**config.mk**
```make
export PLATFORM = sky130hd
export DESIGN_NAME = keypad_scanner
export DESIGN_NICKNAME = d
export VERILOG_FILES = /design/src/rtl/keypad_scanner.sv
export SDC_FILE = /design/constraint.sdc
export NUM_CORES = 1
export LEC_CHECK = 0
export CORE_ASPECT_RATIO = 1.75
export CORE_MARGIN = 3
export CORE_UTILIZATION = 57
export CTS_CLUSTER_DIAMETER = 150
export DETAILED_ROUTE_END_ITERATION = 7
export PLACE_DENSITY_LB_ADDON = 0.1
export SLEW_MARGIN = 10
export SYNTH_ARGS = -nofsm -noshare
export SYNTH_HDL_FRONTEND = slang
export SYNTH_SLANG_ARGS = --single-unit
```
**constraint.sdc**
```tcl
create_clock -name clk -period 3.3 [get_ports clk]
set_input_delay 0.66 -clock clk [delete_from_list [all_inputs] [get_ports clk]]
set_output_delay 0.66 -clock clk [all_outputs]
set_load 0.005 [all_outputs]
```
**src/rtl/keypad_scanner.sv**
```systemverilog
// keypad_scanner: 4x4 keypad row scanner with frame debounce and a read-to-clear key status word.
module keypad_scanner #(
  parameter int SCAN_DIV        = 50000,
  parameter int DEBOUNCE_FRAMES = 2
) (
  input  logic        clk,
  input  logic        reset,
  input  logic        MemRead,
  input  logic [3:0]  col,
  output logic [3:0]  row,
  output logic [31:0] read_data
);
  localparam int DW = $clog2(SCAN_DIV);
  localparam int CW = $clog2(DEBOUNCE_FRAMES + 1);
  logic [DW-1:0] div;
  logic [1:0]    r;
  logic [3:0]    col_m, col_s;
  logic [15:0]   snap, prev, stable;
  logic [CW-1:0] cnt, cnt_n;
  logic [3:0]    key_code, idx;
  logic          eval, tick, load, press, valid, overrun;
  always_comb begin
    tick  = div == DW'(SCAN_DIV - 1);
    cnt_n = snap != prev ? '0 : cnt == CW'(DEBOUNCE_FRAMES) ? cnt : cnt + CW'(1);
    load  = eval && cnt_n == CW'(DEBOUNCE_FRAMES) && cnt != CW'(DEBOUNCE_FRAMES) && snap != stable;
    // a press is a release-to-single-key transition; chords and key-to-key moves are ignored
    press = load && stable == '0 && snap != '0 && (snap & (snap - 16'd1)) == '0;
    idx   = '0;
    for (int i = 0; i < 16; i++)
      if (snap[i]) idx = 4'(i);
  end
  always_ff @(posedge clk or posedge reset)
    if (reset) begin
      col_m    <= '0;
      col_s    <= '0;
      div      <= '0;
      r        <= '0;
      eval     <= 1'b0;
      snap     <= '0;
      prev     <= '0;
      cnt      <= '0;
      stable   <= '0;
      key_code <= '0;
      valid    <= 1'b0;
      overrun  <= 1'b0;
    end else begin
      col_m <= col;
      col_s <= col_m;
      div   <= tick ? '0 : div + DW'(1);
      eval  <= tick && r == 2'd3;
      if (tick) begin
        snap[{r, 2'b00} +: 4] <= col_s;
        r                     <= r + 2'd1;
      end
      if (eval) begin
        prev <= snap;
        cnt  <= cnt_n;
      end
      if (load) stable <= snap;
      if (press) key_code <= idx;
      valid   <= press | (valid & ~MemRead);
      overrun <= ~MemRead & (overrun | (press & valid));
    end
  assign row       = 4'b0001 << r;
  assign read_data = {valid, overrun, 10'b0, stable, key_code};
endmodule

```
==> results of run 1 <==
-- path summary, 6_finish.rpt --
path | to | from | cells past startpoint
max reg2reg | key_code[1] | snap[0] | 6
min in group asynchronous | col_m[3] | reset | 2
max in group asynchronous | stable[2] | reset | 3
max | row[0] | r[0] | 3
min | col_s[3] | col_m[3] | 0
min reg2reg | col_s[3] | col_m[3] | 0
-- stage by stage --
stage          setup slack, ns  utilization, %  hold slack [ns]
6_report                 0.777            69.2            0.355
3_3_place_gp             0.897            64.4            0.332
2_1_floorplan            0.503               -            0.331
5_1_grt                  0.695            69.2            0.359
4_1_cts                  0.790            69.2            0.356
3_5_place_dp             0.887            64.4            0.343
-- cell type report --
cell class                 count  area, µm²
clock buffer                  11        253
clock inverter                 5       82.6
fill                         554       2160
inverter                      23       87.6
multi-input combinational    270       1890
sequential                    83       2080
tap                           84        105
timing repair buffer          37        358
-- logic make-up after synthesis --
logic type,synth area share [%]
AND/OR/NAND/NOR,15.4
flip-flops,49.3
buffers and inverters,6.74
AO/OA/AOI/OAI,6.29
XOR/XNOR,9.56
multiplexers,9.38
adder cells (fa/ha/maj),3.27
other,0.0890
-- power by group through the flow --
stage          Combinational (mW)  Clock [mW]  Sequential (mW)
2_1_floorplan              0.0273           0             1.04
3_3_place_gp               0.0333           0             1.05
3_5_place_dp               0.0343           0             1.05
4_1_cts                    0.0345        1.13             1.03
5_1_grt                    0.0392        1.17             1.03
6_report                   0.0334        1.12             1.03
-- sequential cells by signal, summed over array words and instances, names as in the netlist --
name and flops:
stable 16, div 16, col_m 4, key_code 4
prev 16, snap 16, cnt 2, overrun 1
r 2, col_s 4, eval 1, valid 1
-- metal layers --
layer	track usage [%]	up-vias
met5	0	-
met4	11.8	0
met3	4.78	25
met2	45.2	76
met1	26.1	1425
li1	-	1380
-- Yosys cell counts, types with 5 or more instances --
library cell  number
a21oi_1            5
and3_1             6
buf_2              5
buf_4             15
clkbuf_1           9
dfrtp_1           83
ha_1              11
inv_1             23
mux2_2            20
mux2i_1           17
nand2_1           46
nand3_1           14
nand4_1            7
nor2_1            16
nor4_1            13
o21ai_0           27
xnor2_1           22
xor2_1            24
-- worst max-delay path, stage by stage, from the launching register on --
cell and delay (ns):
dfrtp_1 0.46, inv_1 0.24, ha_1 0.28, clkdlybuf4s50_1 0.53
==> impl_results.md, run 1 <==
- Outcome: finished clean
- Post-CTS Resized: 0
- Placer congestion estimate: about 0.9
- Ant diodes: 0
- Drt first pass iters: 4
- WL met3: around 280 µm
- Final setup vio count: 0
- Register area share after synthesis: between 40% and 50%
- Final non-filler cell total: slightly above 500
- CP endpoint kind: primary output
- Commonest non-fill, non-tap cell in the layout: dfrtp_1
- Sequential Power Share: 47.2%
- CTS buffer count: 9
- Worst-path fanout max: 7
- Share of cells above drive strength 1: 11.0%
- Via count: between 2k and 3k
- Final Hold Fails: 0
- Initial drt markers: around 210
- Die Area: roughly 8500 µm²
- Syn_area_per_cell: about 11 µm²
- Initial cell density of the core: approximately three fifths
- Met2 WL: ~5500 µm
- Top post-synthesis cells by area: dfrtp_1, mux2_2, xor2_1, xnor2_1, nand2_1
- Power Total: ~2.2 mW
- Slew @ Worst Pin: about 0.68 ns
- Cell area after layout: roughly 4900 µm²
- Period utilization: roughly three quarters
- Most frequent cells in the layout: dfrtp_1, nand2_1, clkdlybuf4s50_1
- TNS Setup: 0 ns
- Remaining DRCs: 0
- WP data arrival: 1.86 ns
- Critical path class: flop to primary output
- Die Width: between 70 and 80 µm
- Fmax: 0.396 GHz
- Ys flop type: dfrtp_1
- Routed length per placed instance: ~19 µm
- Cells after Synth: 399
- Clock power frac: between 50 and 60%
- Met1 wire length: roughly 3600 µm
- Dpl cell area: 4520 µm²
- Worst-Skew Late Latency: 0.34 ns
- Total Wirelength: 9770 µm
- Initial antenna violation count: 0
- Power per standard cell area: 449 nW/µm²
- Worst-case clock buffer depth: 2
- Vias in the first global route: 3,095
- Fin Clk Skew: between 0.004 and 0.005 ns
- Core area: between 7000 and 8000 µm²
- Final slew viol count: 0
- Drt via density: about 5.7
- Height of the die: between 100 and 150 µm
- Post-CTS Setup Repair Bufs: 0
- DR top layer: met4
- Row count: 40
- FFs w/ async S/R, synth: 100%
- Layout net count: approximately 440
- CTS tree: built
- CTS H-tree lvls: 3
- Gate power share: 1.5%
- Post-route minimum period: approximately 2.5 ns
- Flops & latches, synth: 83
- Slew HR: roughly 55%
- Top cell type's share of synthesized area: between 40 and 50%
- P_int: between 1.5 and 2 mW
- R2R setup slack: around 0.86 ns
- Hold WC Path Type: flop to flop
- IO Pins: 43
- Final HPWL DP: around 7300 µm
- Mapped Area: between 4000 and 5000 µm²
- Unrepaired setup endpoints after global routing: no
- CTS Root Cell: clkbuf_16
- Gr usage total: approximately 25%
- Library cells used by synthesis: 39
- Syn. warnings: 0
- Max-cap violations: 0
- Net Sw Power: about 0.44 mW
- Hold_buf cts: 0
- Worst-path clk slew: approximately 0.060 ns
- Global-route wire length before repair: between 15,000 and 20,000 µm
- Cell taking the most area after synthesis: dfrtp_1
- WP data required: between 2 and 3 ns
- Port Buffers: 32
- Clock Sinks: 83
- # placed instances: roughly 500
- GRT overflow: 0
- Critical Path Start Type: flop
- Switching Fraction: between 20% and 30%
- EDFF count, synth: 0
- Worst vdd ir: 0.000365 V
- Area growth, synth to finish: 15.1%
- Largest net degree at the start of global routing: 39
- Routed Antenna Nets: 0
- Leak: around 2.4 nW
(Power assumes the default switching activity.)
==> inputs of run 2 (changes only) <==
- clock period: 3.3 -> 2.42 ns (I/O delays scaled with it)
==> impl_results.md, run 2 (synthesis results as in run 1) <==
- CTS buffer count: 9
- Routed length per placed instance: ~19 µm
- Area growth, synth to finish: 19.9%
- Family with the most delay on the worst path: simple AND/OR/NAND/NOR gates
- Height of the die: 120 µm
- Slew @ Worst Pin: a little over 0.6 ns
- Gr usage total: between 20 and 30%
- Fin Clk Skew: 0.00463 ns
- Leak: around 2.5 nW
- Met2 usage: a little under half
- Final slew viol count: 0
- CP endpoint kind: flop
- Port Buffers: 32
- Critical Path Start Type: flop
- WP data required: between 2 and 3 ns
- Via count: 2,999
- CTS H-tree lvls: 3
- Routed Antenna Nets: 0
- Ant diodes: 0
- Most frequent cells in the layout: dfrtp_1, nand2_1, clkdlybuf4s50_1
- Vias in the first global route: 3,151
- Initial antenna violation count: 0
- Row count: 40
- CTS tree: built
- Initial cell density of the core: between 60% and 70%
- Place WS: -0.0261 ns
- Die Area: about 8500 µm²
- CTS Root Cell: clkbuf_16
- Global-route wire length before repair: roughly 16,000 µm
- Fmax: between 0.4 and 0.5 GHz
- Period utilization: 97.5%
- CP bufs+invs: 1
- Critical path class: flop to flop
- Met3 GRT Util: 4.86%
- CP max stage delay: between 0.4 and 0.5 ns
- Global route hottest layer: met2
- Share of cells above drive strength 1: around 17%
- Worst-case clock buffer depth: 2
- Drt via density: about 5.6
- Power per standard cell area: roughly 580 nW/µm²
- Placer congestion estimate: about 0.96
- Hold_ws: around 0.35 ns
- Core area: about 7000 µm²
- Slew HR: 59.3%
- Final HPWL DP: just under 8000 µm
- Die Width: 71.0 µm
- Total Wirelength: 10,200 µm
- Final setup vio count: 0
- WP data arrival: around 2.6 ns
- Worst vdd ir: around 0.00049 V
- Largest net degree at the start of global routing: 67
- Layout net count: 465
- Drt first pass iters: 4
- Hold WC Path Type: flop to flop
- Outcome: finished clean
- Global routing usage on met1: between 20% and 30%
- Max-cap violations: 0
- Fillers: 542
- Crit-path cells: nor4_2, nand2_2, o31ai_2, nand3_1, nor4b_4, buf_4, mux2_2
- Worst-path clk slew: about 0.060 ns
- Worst-Skew Late Latency: 0.34 ns
- Worst-path fanout max: 7
- Final worst slack: ~0.060 ns
- IO Pins: 43
- Post-route minimum period: around 2.4 ns
- Remaining DRCs: 0
- Slowest cell on the critical path: dfrtp_1
- Util after Layout: 72.1%
- Initial drt markers: ~270
- GRT overflow: 0
- Commonest non-fill, non-tap cell in the layout: dfrtp_1
- Final Hold Fails: 0
- Clock Sinks: 83
run 2: cell count changes in the layout (fill, tap and decap cells not counted), sizes merged:
cell and change:
clkinvlp +1, buf +23, clkbuf -1, inv -1, clkinv +1
run 2: through the flow:
| step | TNS (ns) | instance area, µm² | instances | total power [mW] |
|---|---|---|---|---|
| after CTS | 0 | 5020 | 534 | 2.96 |
| after global routing | -0.124 | 5050 | 536 | 3.02 |
| final | 0 | 5050 | 536 | 2.94 |
| after detailed placement | -0.0465 | 4680 | 517 | 1.47 |
| after global placement | 0 | 4680 | 517 | 1.47 |
| after floorplan | 0 | 4250 | 408 | 1.46 |
run 2: area by class of cell:
type	instances	area (µm²)	area share, %
Sequential cell	83	2080	41.1
Multi-Input combinational cell	270	1910	37.8
Timing Repair Buffer	60	543	10.7
Clock buffer	10	239	4.73
Tap cell	84	105	2.08
Inverter	23	90.1	1.78
Clock inverter	6	87.6	1.73
run 2: worst register-to-register path, stage by stage (launching register included):
cell	delay, ns
dfrtp_1	0.46
nor4_2	0.42
nand2_2	0.12
o31ai_2	0.29
nand3_1	0.16
nor4b_4	0.27
buf_4	0.18
mux2_2	0.34
run 2: final timing paths:
| check | cells after the start | end | slack (ns) | startpoint |
|---|---|---|---|---|
| worst min register to register | 0 | col_s[3] | 0.35 | col_m[3] |
| worst max register to register | 7 | key_code[3] | 0.06 | snap[3] |
| worst max-delay path | 7 | key_code[3] | 0.06 | snap[3] |
| worst min-delay path | 0 | col_s[3] | 0.35 | col_m[3] |
| min in group asynchronous | 2 | div[9] | 0.49 | reset |
| max in group asynchronous | 3 | stable[13] | 1.28 | reset |
run 2: where the power goes:
| part | switching, mW | leakage (nW) | internal (mW) |
|---|---|---|---|
| Combinational | 0.0336 | 1.22 | 0.0131 |
| Clock | 0.558 | 0.163 | 0.933 |
| Sequential | 0.00652 | 1.13 | 1.39 |
| Total | 0.598 | 2.51 | 2.34 |
run 2: metal layers:
metal	part of all wire [%]	wire length (µm)
met5	0	0
met4	5.7	586
met3	2.9	298
met2	56	5690
met1	36	3670
run 2: timing repair:
item                                   4_1_cts  5_1_grt
gates cloned                                 0        0
setup buffers                                1        2
endpoints found under the hold margin        0        0
resized for setup                            1        6
pin swaps                                    1        3
hold buffers                                 0        0
setup endpoints to repair                    4        6
==> inputs of run 3 (changes only) <==
- CTS_BUF_LIST: unset -> sky130_fd_sc_hd__clkbuf_8 sky130_fd_sc_hd__clkbuf_16
==> results of run 3 <==
Same layout as run 2: the final DEF is identical, and so are final timing and power.
